### config.mk
export PLATFORM = sky130hd
export DESIGN_NAME = mtpsa_digest_extractor
export DESIGN_NICKNAME = d
export VERILOG_FILES = /design/src/rtl/mtpsa_pkg.sv /design/src/rtl/mtpsa_sync_fifo.sv /design/src/rtl/mtpsa_digest_extractor.sv
export SDC_FILE = /design/constraint.sdc
export NUM_CORES = 1
export LEC_CHECK = 0
export ABC_CLOCK_PERIOD_IN_PS = 31300
export BUFFER_PORTS_ARGS = -buffer_cell sky130_fd_sc_hd__buf_4
export CAP_MARGIN = 0
export CORE_AREA = 2 2 505 507
export DETAILED_ROUTE_END_ITERATION = 16
export DIE_AREA = 0 0 507 509
export PLACE_DENSITY = 0.46
export SYNTH_ARGS = -nofsm -noshare
export SYNTH_HDL_FRONTEND = slang
export SYNTH_SLANG_ARGS = --single-unit
export TNS_END_PERCENT = 30
### constraint.sdc
create_clock -name clk_line -period 31.3 [get_ports clk_line]
set_input_delay 3.13 -clock clk_line [delete_from_list [all_inputs] [get_ports clk_line]]
set_output_delay 3.13 -clock clk_line [all_outputs]
set_load 0.1 [all_outputs]
### src/rtl/mtpsa_pkg.sv
// Shared field offsets, widths and types for the MTPSA digest extractor.
// The build option MTPSA_DIGEST_DROP_CNT_EN is consumed by the top module, not here.
package mtpsa_pkg;

  localparam int C_AXIS_DATA_WIDTH    = 256;
  localparam int C_S_AXIS_TUSER_WIDTH = 304;
  localparam int C_M_AXIS_TUSER_WIDTH = 128;
  localparam int DIGEST_WIDTH         = 256;
  localparam int DIG_TUSER_WIDTH      = 16;

  // Input tuser layout, chained so each field follows the previous one.
  localparam int LEN        = 0;
  localparam int SRC        = LEN + 16;
  localparam int DST        = SRC + 8;
  localparam int UID        = DST + 8;
  localparam int SEND_DIG   = UID + 8;
  localparam int DIG_LSB    = SEND_DIG + 8;
  localparam int META_WIDTH = DIG_LSB;

  typedef struct packed {
    logic [7:0]              uid;
    logic [7:0]              src;
    logic [DIGEST_WIDTH-1:0] digest;
  } dig_rec_t;

  localparam int DIG_REC_WIDTH = $bits(dig_rec_t);

  typedef struct packed {
    logic [C_AXIS_DATA_WIDTH-1:0]   tdata;
    logic [C_AXIS_DATA_WIDTH/8-1:0] tkeep;
    logic [META_WIDTH-1:0]          meta;
    logic                           tlast;
  } beat_t;

  typedef enum logic {
    SOP_IDLE = 1'b0,
    SOP_BODY = 1'b1
  } sop_state_e;

endpackage

### src/rtl/mtpsa_sync_fifo.sv
// Single-clock first-word-fall-through FIFO; pointers carry one extra wrap bit.
// A push while full is accepted when a pop happens in the same cycle.
module mtpsa_sync_fifo #(
  parameter int WIDTH = 8,
  parameter int DEPTH = 4
) (
  input  logic             clk,
  input  logic             srst,
  input  logic             push,
  input  logic [WIDTH-1:0] push_data,
  output logic             full,
  input  logic             pop,
  output logic [WIDTH-1:0] pop_data,
  output logic             empty
);

  localparam int AW = $clog2(DEPTH);

  logic [WIDTH-1:0] mem_q [DEPTH];
  logic [AW:0]      wr_ptr_q, wr_ptr_d;
  logic [AW:0]      rd_ptr_q, rd_ptr_d;
  logic             wr_en, rd_en;

  assign empty    = (wr_ptr_q == rd_ptr_q);
  assign full     = (wr_ptr_q[AW] != rd_ptr_q[AW]) && (wr_ptr_q[AW-1:0] == rd_ptr_q[AW-1:0]);
  assign rd_en    = pop & ~empty;
  assign wr_en    = push & (~full | rd_en);
  assign pop_data = mem_q[rd_ptr_q[AW-1:0]];

  always_comb begin
    wr_ptr_d = wr_ptr_q + {{AW{1'b0}}, wr_en};
    rd_ptr_d = rd_ptr_q + {{AW{1'b0}}, rd_en};
  end

  always_ff @(posedge clk) begin
    if (srst) begin
      wr_ptr_q <= '0;
      rd_ptr_q <= '0;
    end else begin
      wr_ptr_q <= wr_ptr_d;
      rd_ptr_q <= rd_ptr_d;
    end
  end

  always_ff @(posedge clk) begin
    if (wr_en) mem_q[wr_ptr_q[AW-1:0]] <= push_data;
  end

endmodule

### src/rtl/mtpsa_digest_extractor.sv
// Splits the 304-bit-tuser SDNet stream into a SUME packet stream and a digest record stream.
// Define MTPSA_DIGEST_DROP_CNT_EN to add the saturating digest_drop_cnt output.
module mtpsa_digest_extractor
  import mtpsa_pkg::*;
#(
  parameter int DIG_FIFO_DEPTH = 4
) (
  input  logic                              clk_line,
  input  logic                              clk_line_rst,
  input  logic [C_AXIS_DATA_WIDTH-1:0]      s_axis_tdata,
  input  logic [C_AXIS_DATA_WIDTH/8-1:0]    s_axis_tkeep,
  input  logic [C_S_AXIS_TUSER_WIDTH-1:0]   s_axis_tuser,
  input  logic                              s_axis_tvalid,
  output logic                              s_axis_tready,
  input  logic                              s_axis_tlast,
  output logic [C_AXIS_DATA_WIDTH-1:0]      m_axis_tdata,
  output logic [C_AXIS_DATA_WIDTH/8-1:0]    m_axis_tkeep,
  output logic [C_M_AXIS_TUSER_WIDTH-1:0]   m_axis_tuser,
  output logic                              m_axis_tvalid,
  input  logic                              m_axis_tready,
  output logic                              m_axis_tlast,
  output logic [DIGEST_WIDTH-1:0]           m_dig_tdata,
  output logic [DIG_TUSER_WIDTH-1:0]        m_dig_tuser,
  output logic                              m_dig_tvalid,
  input  logic                              m_dig_tready
`ifdef MTPSA_DIGEST_DROP_CNT_EN
  ,
  output logic [31:0]                       digest_drop_cnt
`endif
);

  beat_t      in_beat;
  beat_t      out_beat_q, out_beat_d;
  beat_t      skid_beat_q, skid_beat_d;
  logic       out_valid_q, out_valid_d;
  logic       skid_valid_q, skid_valid_d;
  logic       ready_q, ready_d;
  logic       accept, out_ready;
  sop_state_e state_q, state_d;

  assign in_beat = '{tdata: s_axis_tdata, tkeep: s_axis_tkeep,
                     meta: s_axis_tuser[LEN +: META_WIDTH], tlast: s_axis_tlast};
  assign accept    = s_axis_tvalid & ready_q;
  assign out_ready = m_axis_tready | ~out_valid_q;

  // Skid pair: the second slot only fills while the output is stalled, so ready can be registered.
  always_comb begin
    out_valid_d  = out_valid_q;
    out_beat_d   = out_beat_q;
    skid_valid_d = skid_valid_q;
    skid_beat_d  = skid_beat_q;
    if (skid_valid_q) begin
      if (out_ready) begin
        out_valid_d  = 1'b1;
        out_beat_d   = skid_beat_q;
        skid_valid_d = 1'b0;
      end
    end else if (out_ready) begin
      out_valid_d = accept;
      if (accept) out_beat_d = in_beat;
    end else if (accept) begin
      skid_valid_d = 1'b1;
      skid_beat_d  = in_beat;
    end
    ready_d = ~skid_valid_d;
  end

  always_comb begin
    state_d = state_q;
    if (accept) begin
      case (state_q)
        SOP_IDLE: state_d = s_axis_tlast ? SOP_IDLE : SOP_BODY;
        SOP_BODY: state_d = s_axis_tlast ? SOP_IDLE : SOP_BODY;
        default:  state_d = SOP_IDLE;
      endcase
    end
  end

  always_ff @(posedge clk_line) begin
    if (clk_line_rst) begin
      out_valid_q  <= 1'b0;
      skid_valid_q <= 1'b0;
      ready_q      <= 1'b0;
      state_q      <= SOP_IDLE;
    end else begin
      out_valid_q  <= out_valid_d;
      skid_valid_q <= skid_valid_d;
      ready_q      <= ready_d;
      state_q      <= state_d;
    end
  end

  always_ff @(posedge clk_line) begin
    out_beat_q  <= out_beat_d;
    skid_beat_q <= skid_beat_d;
  end

  assign s_axis_tready = ready_q;
  assign m_axis_tvalid = out_valid_q;
  assign m_axis_tdata  = out_beat_q.tdata;
  assign m_axis_tkeep  = out_beat_q.tkeep;
  assign m_axis_tlast  = out_beat_q.tlast;
  assign m_axis_tuser  = {{(C_M_AXIS_TUSER_WIDTH-META_WIDTH){1'b0}}, out_beat_q.meta};

  logic     dig_capture, dig_pop, dig_full, dig_empty;
  dig_rec_t dig_in, dig_out;

  assign dig_capture = accept & (state_q == SOP_IDLE) & s_axis_tuser[SEND_DIG];
  assign dig_pop     = m_dig_tready & ~dig_empty;
  assign dig_in      = '{uid: s_axis_tuser[UID +: 8], src: s_axis_tuser[SRC +: 8],
                         digest: s_axis_tuser[DIG_LSB +: DIGEST_WIDTH]};

  mtpsa_sync_fifo #(
    .WIDTH (DIG_REC_WIDTH),
    .DEPTH (DIG_FIFO_DEPTH)
  ) u_dig_fifo (
    .clk       (clk_line),
    .srst      (clk_line_rst),
    .push      (dig_capture),
    .push_data (dig_in),
    .full      (dig_full),
    .pop       (dig_pop),
    .pop_data  (dig_out),
    .empty     (dig_empty)
  );

  assign m_dig_tvalid = ~dig_empty;
  assign m_dig_tdata  = dig_out.digest;
  assign m_dig_tuser  = {dig_out.uid, dig_out.src};

`ifdef MTPSA_DIGEST_DROP_CNT_EN
  logic [31:0] drop_cnt_q, drop_cnt_d;

  // A capture is lost only when the FIFO is full and nothing leaves it this cycle.
  always_comb begin
    drop_cnt_d = drop_cnt_q;
    if (dig_capture && dig_full && !dig_pop && (drop_cnt_q != 32'hFFFF_FFFF))
      drop_cnt_d = drop_cnt_q + 32'd1;
  end

  always_ff @(posedge clk_line) begin
    if (clk_line_rst) drop_cnt_q <= '0;
    else              drop_cnt_q <= drop_cnt_d;
  end

  assign digest_drop_cnt = drop_cnt_q;
`endif

endmodule
# Word level (Yosys, flattened, before mapping)
# Memories as Yosys holds them, arrays and structs flattened. A register that Yosys moved wholly into a read port is not among the register bits.
# Index checks and enable logic that the tools add are counted.
[totals]
in_bits = 598
reg_bits = 684
ram_bits = 1088
mem_bits_ro = 0
mem_count = 1
output_inout_bits = 692
latch_bits = 0
[memory_table]
columns = ["memory", "words", "width", "read_ports", "rd_clocked_by_memory_dff", "wr", "line", "rtl"]
rows = [
  ["u_dig_fifo.mem_q", 4, 272, 1, 1, 1, "mtpsa_sync_fifo.sv:19", "logic [WIDTH-1:0] mem_q [DEPTH];"],
]
[op_classes]
bitwise_logic = 15
reduce_logical = 4
order_cmp = 0
add_sub_neg = 2
mul = 0
n_eq_ne = 3
div = 0
muxes = 15
shift = 0
[op_table]
columns = ["op", "n"]
rows = [
  ["two-way mux 337 bit", 4],
  ["two-way mux 1 bit", 10],
  ["inverter 1 bit", 7],
  ["adder 3 x 1 -> 3 bit", 2],
  ["bitwise AND 1 bit", 6],
  ["equality test 3 bit", 1],
  ["AND reduction 3 bit", 1],
  ["equality test 2 bit", 1],
  ["two-way mux 2 bit", 1],
  ["bitwise OR 1 bit", 2],
  ["AND reduction 2 bit", 1],
  ["nonzero test 2 bit", 1],
  ["logical AND 1 bit", 1],
  ["!= test 1 bit", 1],
]

# Longest topological paths before layout
[depth]
ltp_word = 8
mapped_depth = 9
depth_no_buf = 7

# Hierarchy
# A second synthesis with hierarchy kept.
[hier_totals]
hier_cells = 2600
hier_area_um2 = 66234.8
[by_module_without_submodules]
columns = ["module", "instances", "seq_area_each_um2", "area_each_um2", "cells_each"]
rows = [
  ["mtpsa_sync_fifo", 1, 32791.4, 39824.4, 1452],
  ["mtpsa_digest_extractor", 1, 20319.5, 26410.3, 1148],
]

# Least setup slack after synthesis
# OpenSTA, ideal clock, no wires.
[synth_timing]
kind = "input to register"
startpoint = "input s_axis_tvalid"
endpoint = "register skid_beat_q[0] (netlist name), enable pin"
setup_slack_ps = 3792
setup_ps = 1445
cell_stages = 2
t_required_ps = 29855
arrival_ps = 26062
cell_sequence = "nand2_1 > nor3_1"
[synth_via]
elab_chain_cells = 2
[synth_rtl]
columns = ["element", "line", "rtl"]
rows = [
  ["start: declaration", "mtpsa_digest_extractor.sv:13", "input logic s_axis_tvalid,"],
  ["bitwise AND 1 bit", "mtpsa_digest_extractor.sv:43", "assign accept = s_axis_tvalid & ready_q;"],
  ["AND reduction 3 bit (no line)", "-", ""],
  ["end signal: assignment", "mtpsa_digest_extractor.sv:95", "skid_beat_q <= skid_beat_d;"],
  ["end: declaration", "mtpsa_digest_extractor.sv:34", "beat_t skid_beat_q, skid_beat_d;"],
]
# Every way passes these cells.
# A chain may end at the register's enable or synchronous reset.

==> results.py <==
metrics = {
    "outcome": {
        "status": "complete, no violations",
    },
    "cells_and_area": {
        "layout_commonest_cell": "edfxtp_1",
        "finalCoreUtilization_pct": 33.4,
        "area_growth_syn_to_layout_pct": 28.9,
        "layout_common_cells": "1762 x edfxtp_1, 1234 x buf_4, 337 x mux2_2",
        "nets": 4545,
        "fill_cells": 24300,
        "drive_gt1_share_pct": 46.4,
    },
    "clocking": {
        "clockBufferDepth": 3,
        "cts_resized": 0,
        "clockRootBuffer": "clkbuf_16",
        "clk_latency_ps": 840,
        "cts_tree": "done",
        "cts_setup_buffers": 0,
        "cts_buffers": 196,
        "cts_hold_buf": 0,
        "clock_sinks": 1772,
        "h-tree-depth": 4,
        "clkTransAtPathRegs_ps": 60,
    },
    "global_routing": {
        "grt_pass1_vias": 32600,
        "grt_max_degree": 150,
        "antenna_found_initial": 69,
        "grtUsageTotal_pct": 14.8,
        "grt-ovfl-total": 0,
        "grt_pass1_wl_um": 269000,
    },
    "setup_path": {
        "cp_data_required_time_ps": 28170,
        "critPathArrivalTime_ps": 5400,
        "cpMostUsedCell": "buf_4",
        "max_stage_delay_ps": 1010,
        "critical_path_class": "flip-flop to output pin",
        "worst-path-buf-inv": 4,
        "path_cells": "buf_4, buf_12, buf_4, mux4_1, buf_4",
        "critPathLaunchType": "flip-flop",
        "path_delay_family": "buffers and inverters",
        "reg2reg_setup_slack_ps": 26730,
        "cp_max_fo": 104,
        "crit_path_end_kind": "output pin",
        "cpMaxStageDelayCell": "dfxtp_4",
    },
    "power_and_ir_drop": {
        "power.leakage_nw": 28.9,
        "vdd_drop_max_mv": 0.0447,
        "p_per_area_mw_per_mm2": 67.3,
    },
    "route": {
        "drcViolationCount": 0,
        "finalWirelength_um": 200000,
        "ant_nets": 0,
        "num_vias": 31800,
        "via_per_inst": 4.25,
        "wl_per_cell_um": 26.8,
        "drtIter0Drc": 2500,
        "first_pass_iters": 4,
    },
    "synth": {
        "synthFlopType": "edfxtp_1",
        "synth_warnings": 0,
        "ys_seq_area_share_pct": 81.1,
        "syn_inst": 2601,
        "syn_area_mm2": 0.0655,
        "yosysUniqueCellTypes": 29,
        "synth-seq-cells": 1772,
        "syn_area_per_cell_um2": 25.2,
        "async_flop_share_pct": 0,
        "synth_edf_count": 1762,
    },
    "sta": {
        "rsz0062_at_grt": "false",
        "holdWs_ps": 508,
        "fin_skew_ps": 56.7,
        "max_freq_mhz": 117,
        "setup_viol": 0,
        "timing.final.crit_share_pct": 27.3,
        "worst_pin_slew_ps": 1110,
        "relSlewSlack_pct": 26.0,
        "finalCriticalPeriod_ps": 8530,
        "setup-tns-final_ps": 0,
        "final-max-slew-violation-count": 0,
        "finalHoldViolCount": 0,
    },
    "floorplanning": {
        "io_pins": 1290,
        "die_w_um": 507,
        "core_mm2": 0.253,
        "initial_core_util_pct": 25.9,
        "die_area_mm2": 0.258,
        "rows": 185,
        "die_y_um": 509,
    },
    "flow_run": {
        "drv_cap": 0,
    },
    "worst_hold_path": {
        "min_path_type": "flip-flop to flip-flop",
    },
    "placement": {
        "place_hpwl_um": 138000,
        "place_congestion": 0.761,
        "io_buffers": 1209,
    },
}
==> per-layer routing <==
metal / part of all wire, % / track usage, % / vias up
li1: - / - / 13700
met1: 37 / 16.6 / 16500
met2: 50 / 25.4 / 1216
met3: 11 / 7.00 / 330
met4: 2.0 / 3.67 / 16
met5: 0.049 / 0 / -
==> stage by stage <==
| step | power, mW | cells | setup slack [ps] | cell area [um2] |
|---|---|---|---|---|
| final | 5.68 | 7481 | 22770 | 84400 |
| after global routing | 5.86 | 7476 | 22460 | 84400 |
| after CTS | 5.77 | 7471 | 22580 | 84400 |
| after detailed placement | 3.50 | 7111 | 23510 | 78200 |
| after global placement | 3.50 | 7111 | 23480 | 78200 |
| after floorplan | 3.31 | 2680 | 3790 | 65800 |
==> power by group <==
group / internal (mW) / switching, mW / leakage, nW
logic: 0.185 / 0.587 / 9.77
clock network: 1.27 / 0.966 / 3.02
registers: 2.66 / 0.0159 / 16.1
==> cells in the mapped netlist (2+ instances only) <==
cell type,count,share of area [%]
a21oi_1,4,0.031
buf_2,52,0.40
buf_4,88,1.0
buf_6,28,0.48
buf_8,2,0.046
clkbuf_1,9,0.052
dfxtp_1,10,0.31
edfxtp_1,1762,81
ha_1,4,0.076
inv_1,3,0.017
mux2_2,337,5.8
mux4_1,235,9.4
mux4_2,37,1.3
nand2_1,2,0.011
nor2_1,5,0.029
nor2b_1,4,0.038
nor3_1,3,0.023
nor3b_1,2,0.023
xnor2_1,4,0.053
==> final timing paths <==
kind | start | to | depth (start not counted)
min | state_q | state_q | 2
min reg2reg | state_q | state_q | 2
max | u_dig_fifo.rd_ptr_q[0] | m_dig_tdata[161] | 5
max reg2reg | u_dig_fifo.rd_ptr_q[0] | u_dig_fifo.mem_q[2][256] | 6
==> registers in the layout, indices dropped and copies added, names as in the netlist <==
name and cells:
m_axis_tlast 1, m_axis_tdata 256, s_axis_tready 1, state_q 1, u_dig_fifo.mem_q 1088, u_dig_fifo.rd_ptr_q 3, skid_valid_q 1, m_axis_tkeep 32
m_axis_tuser 48, m_axis_tvalid 1, skid_beat_q 337, u_dig_fifo.wr_ptr_q 3
==> final cells by class <==
cell class              instances  area, um2  area share, %
repair buffers               1245       9480           11.2
flip-flops and latches       1772      53100           62.9
clock buffers                 250       5210           6.17
clock inverters               110        977           1.16
inverters                       3       11.3         0.0133
diodes                         10       25.0         0.0296
multi-input cells             725      11400           13.5
well taps                    3366       4210           4.99
==> cell families (layout without fill, tap and decap cells) <==
group / count (synthesis) / in the layout / synth area share (%)
adder cells (fa/ha/maj): 4 / 4 / 0.0764
other: 1 / 90 / 0.00572
AO/OA/AOI/OAI: 7 / 7 / 0.0688
flip-flops: 1772 / 1772 / 81.1
buffers and inverters: 183 / 1608 / 2.03
multiplexers: 609 / 609 / 16.5
XOR/XNOR: 6 / 6 / 0.0917
AND/OR/NAND/NOR: 19 / 19 / 0.155
==> tightest hold or removal path: cells and delay by family (launching register included) <==
kind / cells / cell delay [ps]
AOI/OAI and AO/OA: 2 / 160
DFF: 1 / 310
(Power assumes the default switching activity.)
